==> src/rtl/mem_4_port_scheduler_if.sv <==
// Requester, memory-port and response bundle for the 4-port memory scheduler.
// The scheduler sits on the slave side; requesters and the memory sit on the master side.
interface mem_4_port_scheduler_if #(
    parameter int NUM_REQ  = 8,
    parameter int WIDTH    = 32,
    parameter int IDX_SIZE = 4
);
    logic [NUM_REQ-1:0]          req_val;
    logic [NUM_REQ-1:0]          req_rdy;
    logic [NUM_REQ-1:0]          req_write;
    logic [NUM_REQ*IDX_SIZE-1:0] req_addr;
    logic [NUM_REQ*WIDTH-1:0]    req_wdata;
    logic [3:0]                  mem_en;
    logic [3:0]                  mem_wen;
    logic [4*IDX_SIZE-1:0]       mem_addr;
    logic [4*WIDTH-1:0]          mem_wdata;
    logic [4*WIDTH-1:0]          mem_rdata;
    logic [NUM_REQ-1:0]          resp_val;
    logic [NUM_REQ*WIDTH-1:0]    resp_data;

    modport master (
        output req_val, req_write, req_addr, req_wdata, mem_rdata,
        input  req_rdy, mem_en, mem_wen, mem_addr, mem_wdata, resp_val, resp_data
    );

    modport slave (
        input  req_val, req_write, req_addr, req_wdata, mem_rdata,
        output req_rdy, mem_en, mem_wen, mem_addr, mem_wdata, resp_val, resp_data
    );
endinterface

==> src/rtl/mem_4_port_scheduler.sv <==
// Round-robin scheduler mapping up to four requests per cycle onto a 4-port fixed-latency
// memory, blocking address hazards and returning each response exactly LATENCY cycles later.
module mem_4_port_scheduler #(
    parameter int NUM_REQ  = 8,
    parameter int WIDTH    = 32,
    parameter int IDX_SIZE = 4,
    parameter int LATENCY  = 5,
    parameter int REQ_ID_W = 3
) (
    input  logic                  clk,
    input  logic                  reset,
    mem_4_port_scheduler_if.slave bus
);
    localparam int NPORT = 4;
    localparam int SUM_W = REQ_ID_W + 1;

    logic [LATENCY-1:0]  vld_q  [NPORT];
    logic [LATENCY-1:0]  vld_d  [NPORT];
    logic [LATENCY-1:0]  wr_q   [NPORT];
    logic [LATENCY-1:0]  wr_d   [NPORT];
    logic [REQ_ID_W-1:0] id_q   [NPORT][LATENCY];
    logic [REQ_ID_W-1:0] id_d   [NPORT][LATENCY];
    logic [IDX_SIZE-1:0] addr_q [NPORT][LATENCY];
    logic [IDX_SIZE-1:0] addr_d [NPORT][LATENCY];
    logic [REQ_ID_W-1:0] rr_ptr_q, rr_ptr_d;

    logic [IDX_SIZE-1:0] r_addr  [NUM_REQ];
    logic [WIDTH-1:0]    r_wdata [NUM_REQ];
    logic [NUM_REQ-1:0]  blocked;
    logic [NUM_REQ-1:0]  gnt;
    logic [NPORT-1:0]    port_vld;
    logic [NPORT-1:0]    port_wr;
    logic [REQ_ID_W-1:0] port_id    [NPORT];
    logic [IDX_SIZE-1:0] port_addr  [NPORT];
    logic [WIDTH-1:0]    port_wdata [NPORT];
    logic [2:0]          n_sel;
    logic [SUM_W-1:0]    scan_sum;
    logic [REQ_ID_W-1:0] scan_id;
    logic [REQ_ID_W-1:0] last_idx;
    logic                conflict;

    always_comb begin
        for (int i = 0; i < NUM_REQ; i++) begin
            r_addr[i]  = bus.req_addr[i*IDX_SIZE +: IDX_SIZE];
            r_wdata[i] = bus.req_wdata[i*WIDTH +: WIDTH];
        end
    end

    // Stages 1..LATENCY-1 hold writes not yet committed; any access to their address waits.
    always_comb begin
        blocked = '0;
        for (int i = 0; i < NUM_REQ; i++)
            for (int k = 0; k < NPORT; k++)
                for (int s = 0; s < LATENCY - 1; s++)
                    if (vld_q[k][s] && wr_q[k][s] && addr_q[k][s] == r_addr[i])
                        blocked[i] = 1'b1;
    end

    always_comb begin
        gnt      = '0;
        port_vld = '0;
        port_wr  = '0;
        n_sel    = '0;
        last_idx = rr_ptr_q;
        scan_sum = '0;
        scan_id  = '0;
        conflict = 1'b0;
        for (int k = 0; k < NPORT; k++) begin
            port_id[k]    = '0;
            port_addr[k]  = '0;
            port_wdata[k] = '0;
        end
        for (int j = 0; j < NUM_REQ; j++) begin
            scan_sum = {1'b0, rr_ptr_q} + SUM_W'(j);
            if (scan_sum >= SUM_W'(NUM_REQ))
                scan_sum = scan_sum - SUM_W'(NUM_REQ);
            scan_id  = scan_sum[REQ_ID_W-1:0];
            conflict = 1'b0;
            // Same-address pairs this cycle are only allowed when both are reads.
            for (int p = 0; p < NPORT; p++)
                if (port_vld[p] && port_addr[p] == r_addr[scan_id] &&
                    (port_wr[p] || bus.req_write[scan_id]))
                    conflict = 1'b1;
            if (!reset && bus.req_val[scan_id] && !blocked[scan_id] && !conflict &&
                n_sel < 3'd4) begin
                gnt[scan_id]            = 1'b1;
                port_vld[n_sel[1:0]]    = 1'b1;
                port_wr[n_sel[1:0]]     = bus.req_write[scan_id];
                port_id[n_sel[1:0]]     = scan_id;
                port_addr[n_sel[1:0]]   = r_addr[scan_id];
                port_wdata[n_sel[1:0]]  = r_wdata[scan_id];
                last_idx                = scan_id;
                n_sel                   = n_sel + 3'd1;
            end
        end
        rr_ptr_d = rr_ptr_q;
        if (n_sel != 3'd0)
            rr_ptr_d = (last_idx == REQ_ID_W'(NUM_REQ - 1)) ? '0 : last_idx + 1'b1;
    end

    always_comb begin
        bus.req_rdy   = gnt;
        bus.mem_en    = '0;
        bus.mem_wen   = '0;
        bus.mem_addr  = '0;
        bus.mem_wdata = '0;
        for (int k = 0; k < NPORT; k++) begin
            bus.mem_en[k]                        = port_vld[k];
            bus.mem_wen[k]                       = port_vld[k] & port_wr[k];
            bus.mem_addr[k*IDX_SIZE +: IDX_SIZE] = port_addr[k];
            bus.mem_wdata[k*WIDTH +: WIDTH]      = port_wdata[k];
        end
    end

    always_comb begin
        for (int k = 0; k < NPORT; k++) begin
            vld_d[k][0]  = port_vld[k];
            wr_d[k][0]   = port_wr[k];
            id_d[k][0]   = port_id[k];
            addr_d[k][0] = port_addr[k];
            for (int s = 1; s < LATENCY; s++) begin
                vld_d[k][s]  = vld_q[k][s-1];
                wr_d[k][s]   = wr_q[k][s-1];
                id_d[k][s]   = id_q[k][s-1];
                addr_d[k][s] = addr_q[k][s-1];
            end
        end
    end

    always_ff @(posedge clk) begin
        if (reset) begin
            rr_ptr_q <= '0;
            for (int k = 0; k < NPORT; k++)
                vld_q[k] <= '0;
        end else begin
            rr_ptr_q <= rr_ptr_d;
            for (int k = 0; k < NPORT; k++)
                vld_q[k] <= vld_d[k];
        end
        wr_q   <= wr_d;
        id_q   <= id_d;
        addr_q <= addr_d;
    end

    // Final stage lines up with the memory's read data for that port.
    always_comb begin
        bus.resp_val  = '0;
        bus.resp_data = '0;
        for (int i = 0; i < NUM_REQ; i++) begin
            for (int k = 0; k < NPORT; k++) begin
                if (!reset && vld_q[k][LATENCY-1] && id_q[k][LATENCY-1] == REQ_ID_W'(i)) begin
                    bus.resp_val[i] = 1'b1;
                    if (!wr_q[k][LATENCY-1])
                        bus.resp_data[i*WIDTH +: WIDTH] = bus.mem_rdata[k*WIDTH +: WIDTH];
                end
            end
        end
    end
endmodule

==> src/flat_wrapper.sv <==
// flat-port wrapper written by rule: the top's interface ports become plain ports
module mem_4_port_scheduler_flat 
#(
    parameter int NUM_REQ  = 8,
    parameter int WIDTH    = 32,
    parameter int IDX_SIZE = 4,
    parameter int LATENCY  = 5,
    parameter int REQ_ID_W = 3
)
  (clk, reset, bus_req_val, bus_req_write, bus_req_addr, bus_req_wdata, bus_mem_rdata, bus_req_rdy, bus_mem_en, bus_mem_wen, bus_mem_addr, bus_mem_wdata, bus_resp_val, bus_resp_data);
  mem_4_port_scheduler_if #(.NUM_REQ(NUM_REQ), .WIDTH(WIDTH), .IDX_SIZE(IDX_SIZE)) bus_i ();
  input  logic clk;
  input  logic reset;
  input wire logic [$bits(bus_i.req_val)-1:0] bus_req_val;
  input wire logic [$bits(bus_i.req_write)-1:0] bus_req_write;
  input wire logic [$bits(bus_i.req_addr)-1:0] bus_req_addr;
  input wire logic [$bits(bus_i.req_wdata)-1:0] bus_req_wdata;
  input wire logic [$bits(bus_i.mem_rdata)-1:0] bus_mem_rdata;
  output wire logic [$bits(bus_i.req_rdy)-1:0] bus_req_rdy;
  output wire logic [$bits(bus_i.mem_en)-1:0] bus_mem_en;
  output wire logic [$bits(bus_i.mem_wen)-1:0] bus_mem_wen;
  output wire logic [$bits(bus_i.mem_addr)-1:0] bus_mem_addr;
  output wire logic [$bits(bus_i.mem_wdata)-1:0] bus_mem_wdata;
  output wire logic [$bits(bus_i.resp_val)-1:0] bus_resp_val;
  output wire logic [$bits(bus_i.resp_data)-1:0] bus_resp_data;
  assign bus_i.req_val = bus_req_val;
  assign bus_i.req_write = bus_req_write;
  assign bus_i.req_addr = bus_req_addr;
  assign bus_i.req_wdata = bus_req_wdata;
  assign bus_i.mem_rdata = bus_mem_rdata;
  assign bus_req_rdy = bus_i.req_rdy;
  assign bus_mem_en = bus_i.mem_en;
  assign bus_mem_wen = bus_i.mem_wen;
  assign bus_mem_addr = bus_i.mem_addr;
  assign bus_mem_wdata = bus_i.mem_wdata;
  assign bus_resp_val = bus_i.resp_val;
  assign bus_resp_data = bus_i.resp_data;
  mem_4_port_scheduler #(.NUM_REQ(NUM_REQ), .WIDTH(WIDTH), .IDX_SIZE(IDX_SIZE), .LATENCY(LATENCY), .REQ_ID_W(REQ_ID_W)) u_core (.clk(clk), .reset(reset), .bus(bus_i));
endmodule
==> config.mk <==
export PLATFORM = sky130hd
export DESIGN_NAME = mem_4_port_scheduler_flat
export DESIGN_NICKNAME = d
export VERILOG_FILES = /design/src/rtl/mem_4_port_scheduler_if.sv /design/src/rtl/mem_4_port_scheduler.sv /design/src/flat_wrapper.sv
export SDC_FILE = /design/constraint.sdc
export NUM_CORES = 2
export LEC_CHECK = 0
export BUFFER_PORTS_ARGS = -buffer_cell sky130_fd_sc_hd__buf_2
export CAP_MARGIN = 5
export CELL_PAD_IN_SITES_DETAIL_PLACEMENT = 0
export CELL_PAD_IN_SITES_GLOBAL_PLACEMENT = 1
export CORE_AREA = 2 2 331 333
export CTS_BUF_LIST = sky130_fd_sc_hd__clkbuf_4
export CTS_CLUSTER_DIAMETER = 60
export DETAILED_ROUTE_END_ITERATION = 7
export DIE_AREA = 0 0 333 335
export GPL_TIMING_DRIVEN = 1
export PLACE_DENSITY_LB_ADDON = 0.1
export SLEW_MARGIN = 20
export SYNTH_ARGS = -nofsm -noshare
export SYNTH_HDL_FRONTEND = slang
export SYNTH_SLANG_ARGS = --single-unit
==> constraint.sdc <==
create_clock -name clk -period 22.8 [get_ports clk]
set_input_delay 4.56 -clock clk [delete_from_list [all_inputs] [get_ports clk]]
set_output_delay 4.56 -clock clk [all_outputs]
set_load 0.02 [all_outputs]
==> reports/results.ini <==
[setup_path]
start_kind = input pin
crit_type = input pin to output port
end_kind = output port
worst-endpoint-required_ps = 18240
crit_path_max_fanout = 20
worst_path_max_delay_cell = nor4_1
worst_path_largest_cell_delay_ps = 840
cp.arrival_ps = 17310

[yosys]
ys.flop_type = dfxtp_1
synth_compound_area_share_pct = 27.1
netlist_instances = 5938
synth_edf_count = 0
synthesis.nets = 6405
synth_cell_types = 92
synthXorXnorAreaFrac_pct = 12.0
synth_top_family_by_area = compound AO/OA/AOI/OAI gates
synth.avg_cell_area_um2 = 7.17
synth_area_um2 = 42600
synth_fa_ha_area_share_pct = 0.970
synth-simple-area-share_pct = 19.5
async_flop_share_pct = 0
seq_area_frac_synth_pct = 7.86
yosysWarnings = 0
synth_mux_area_share_pct = 24.9
ys_seq_elements = 167

[timing]
tightest_slew_ps = 1210
finClkSkew_ps = 56.0
rsz0062_at_grt = no
setup_slack_ps = 929
min_period_over_period_pct = 95.9
period_minus_slack_ps = 21870
slew_headroom_pct = 18.3
setup_tns_ps = 0
hold_viol = 0
max_freq_ghz = 0.0457
finalSetupViolations = 0
slew_viol_final = 0

[drt]
drt-total-wl_mm = 249
drtAntennaViolNets = 0
drtIter0Drc = 6135
detail_route.wl_per_cell_um = 32.2
drc = 0
first_pass_iters = 7
vias_per_cell = 6.78
vias = 52400

[finish]
fin_nets = 6713
syn_to_final_growth_pct = 12.3
drive_gt1_share_pct = 24.6
final_cell_mix = nand2_1 (916), buf_2 (857), o21ai_0 (713)
final_common_cell = nand2_1

[hold_path]
hold_path.class = flop to flop

[placement]
gp_congestion = 1.04
post-dp-hpwl_mm = 182
place_ws_ps = 1530
port_buffers = 857

[global_route]
first_global_vias = 47800
overflow = 0
antenna_found_initial = 83
track_usage_pct = 42.4
grt_first_pass_wirelength_mm = 351
grt_start_max_net_pins = 149

[die]
core-area_um2 = 108000
num_rows = 121
die-area_um2 = 112000
start_util_pct = 39.4
ios = 858
die-height_um = 335
die_w_um = 333

[cts]
clkTransAtPathRegs_ps = 160
clkSinkCount = 167
cts_tree = done
cts-resized-gates = 0
cts-htree-levels = 4
ctsHoldBuffers = 0
numCtsBuffers = 17
clk-insertion-delay-late_ps = 750
clk_path_buf_depth = 2
clock-root-buffer = clkbuf_4
cts_setup_buffers = 0

[status]
status = finished, final reports clean

[job]
maxCapViolCount = 0

## synth_stat cells (33+ instances only)
master	count	area (µm²)
a21oi_1	326	1630
buf_1	89	334
nand2b_1	50	313
o311ai_0	225	1970
a211oi_1	176	1320
nand2_1	930	3490
ha_1	33	413
o211ai_1	156	1170
inv_1	39	146
a311oi_1	36	315
mux4_2	305	6870
nor2_1	378	1420
clkbuf_2	34	170
nand3_1	91	455
clkbuf_1	421	1580
o22ai_1	48	300
dfxtp_1	167	3340
mux2_2	85	957
buf_2	159	796
mux2i_1	276	2760
xnor2_1	400	3500
o21ai_0	713	3570
xor2_1	182	1590
nand4_1	121	757
nor3_1	156	781
## flip-flops by register name, summed over array words and instances (netlist names)
register,flops
u_core.addr_d,64
u_core.id_d,48
u_core.id_q,12
u_core.rr_ptr_q,3
u_core.vld_q,20
u_core.wr_d,16
u_core.wr_q,4
## cells by family (layout without fill, tap and decap cells)
| logic type | Yosys count | after routing |
|---|---|---|
| AND/OR/NAND/NOR | 1883 | 1883 |
| AO/OA/AOI/OAI | 1830 | 1830 |
| buffers and inverters | 776 | 1097 |
| multiplexers | 667 | 667 |
| XOR/XNOR | 582 | 582 |
| flip-flops | 167 | 167 |
| adder cells (fa/ha/maj) | 33 | 33 |
| other | 0 | 55 |
## final cells by class
type	count	area, µm²
Timing Repair Buffer	1022	5640
Fill cell	11400	60300
Inverter	43	163
Tap cell	1414	1770
Antenna cell	55	138
Clock buffer	17	128
Clock inverter	15	183
Sequential cell	167	3350
Multi-Input combinational cell	4995	36400
## path summary, 6_finish.rpt
check | from | endpoint | slack, ps | cells past startpoint
max | bus_req_addr[4] | bus_mem_addr[7] | 930 | 42
min | u_core.id_d[6]$_DFF_P_ | u_core.id_d[3]$_DFF_P_ | 330 | 0
max reg2reg | u_core.rr_ptr_q[1]$_SDFFE_PP0P_ | u_core.id_d[39]$_DFF_P_ | 8560 | 41
min reg2reg | u_core.id_d[6]$_DFF_P_ | u_core.id_d[3]$_DFF_P_ | 330 | 0
## critical path, delay by kind of cell
kind	cells	cell delay [ps]
AOI/OAI and AO/OA	13	5130
adders and majority gates	2	470
xor gates and xnor gates	4	760
buffers and inverters	8	2100
muxes	2	560
and+or+nand+nor	13	3670
## stage by stage
step | instance area (µm²) | hold WS [ps] | utilization (%) | cells
3_5_place_dp | 47300 | 312 | 43.8 | 7641
2_1_floorplan | 42600 | 310 | - | 5938
5_1_grt | 47800 | 332 | 44.2 | 7719
3_3_place_gp | 47300 | 310 | 43.7 | 7640
6_report | 47800 | 331 | 44.2 | 7728
4_1_cts | 47600 | 337 | 44.1 | 7673
## layer usage
layer	wire, µm	vias up	GRT usage (%)
met4	17700	36	27.0
met3	25400	802	9.45
li1	-	22700	-
met1	94500	25300	52.8
met2	111000	3552	66.2
met5	230	-	0
Power is not shown: default switching activity piles up to over one toggle a cycle in this logic, so the estimate is an artifact.
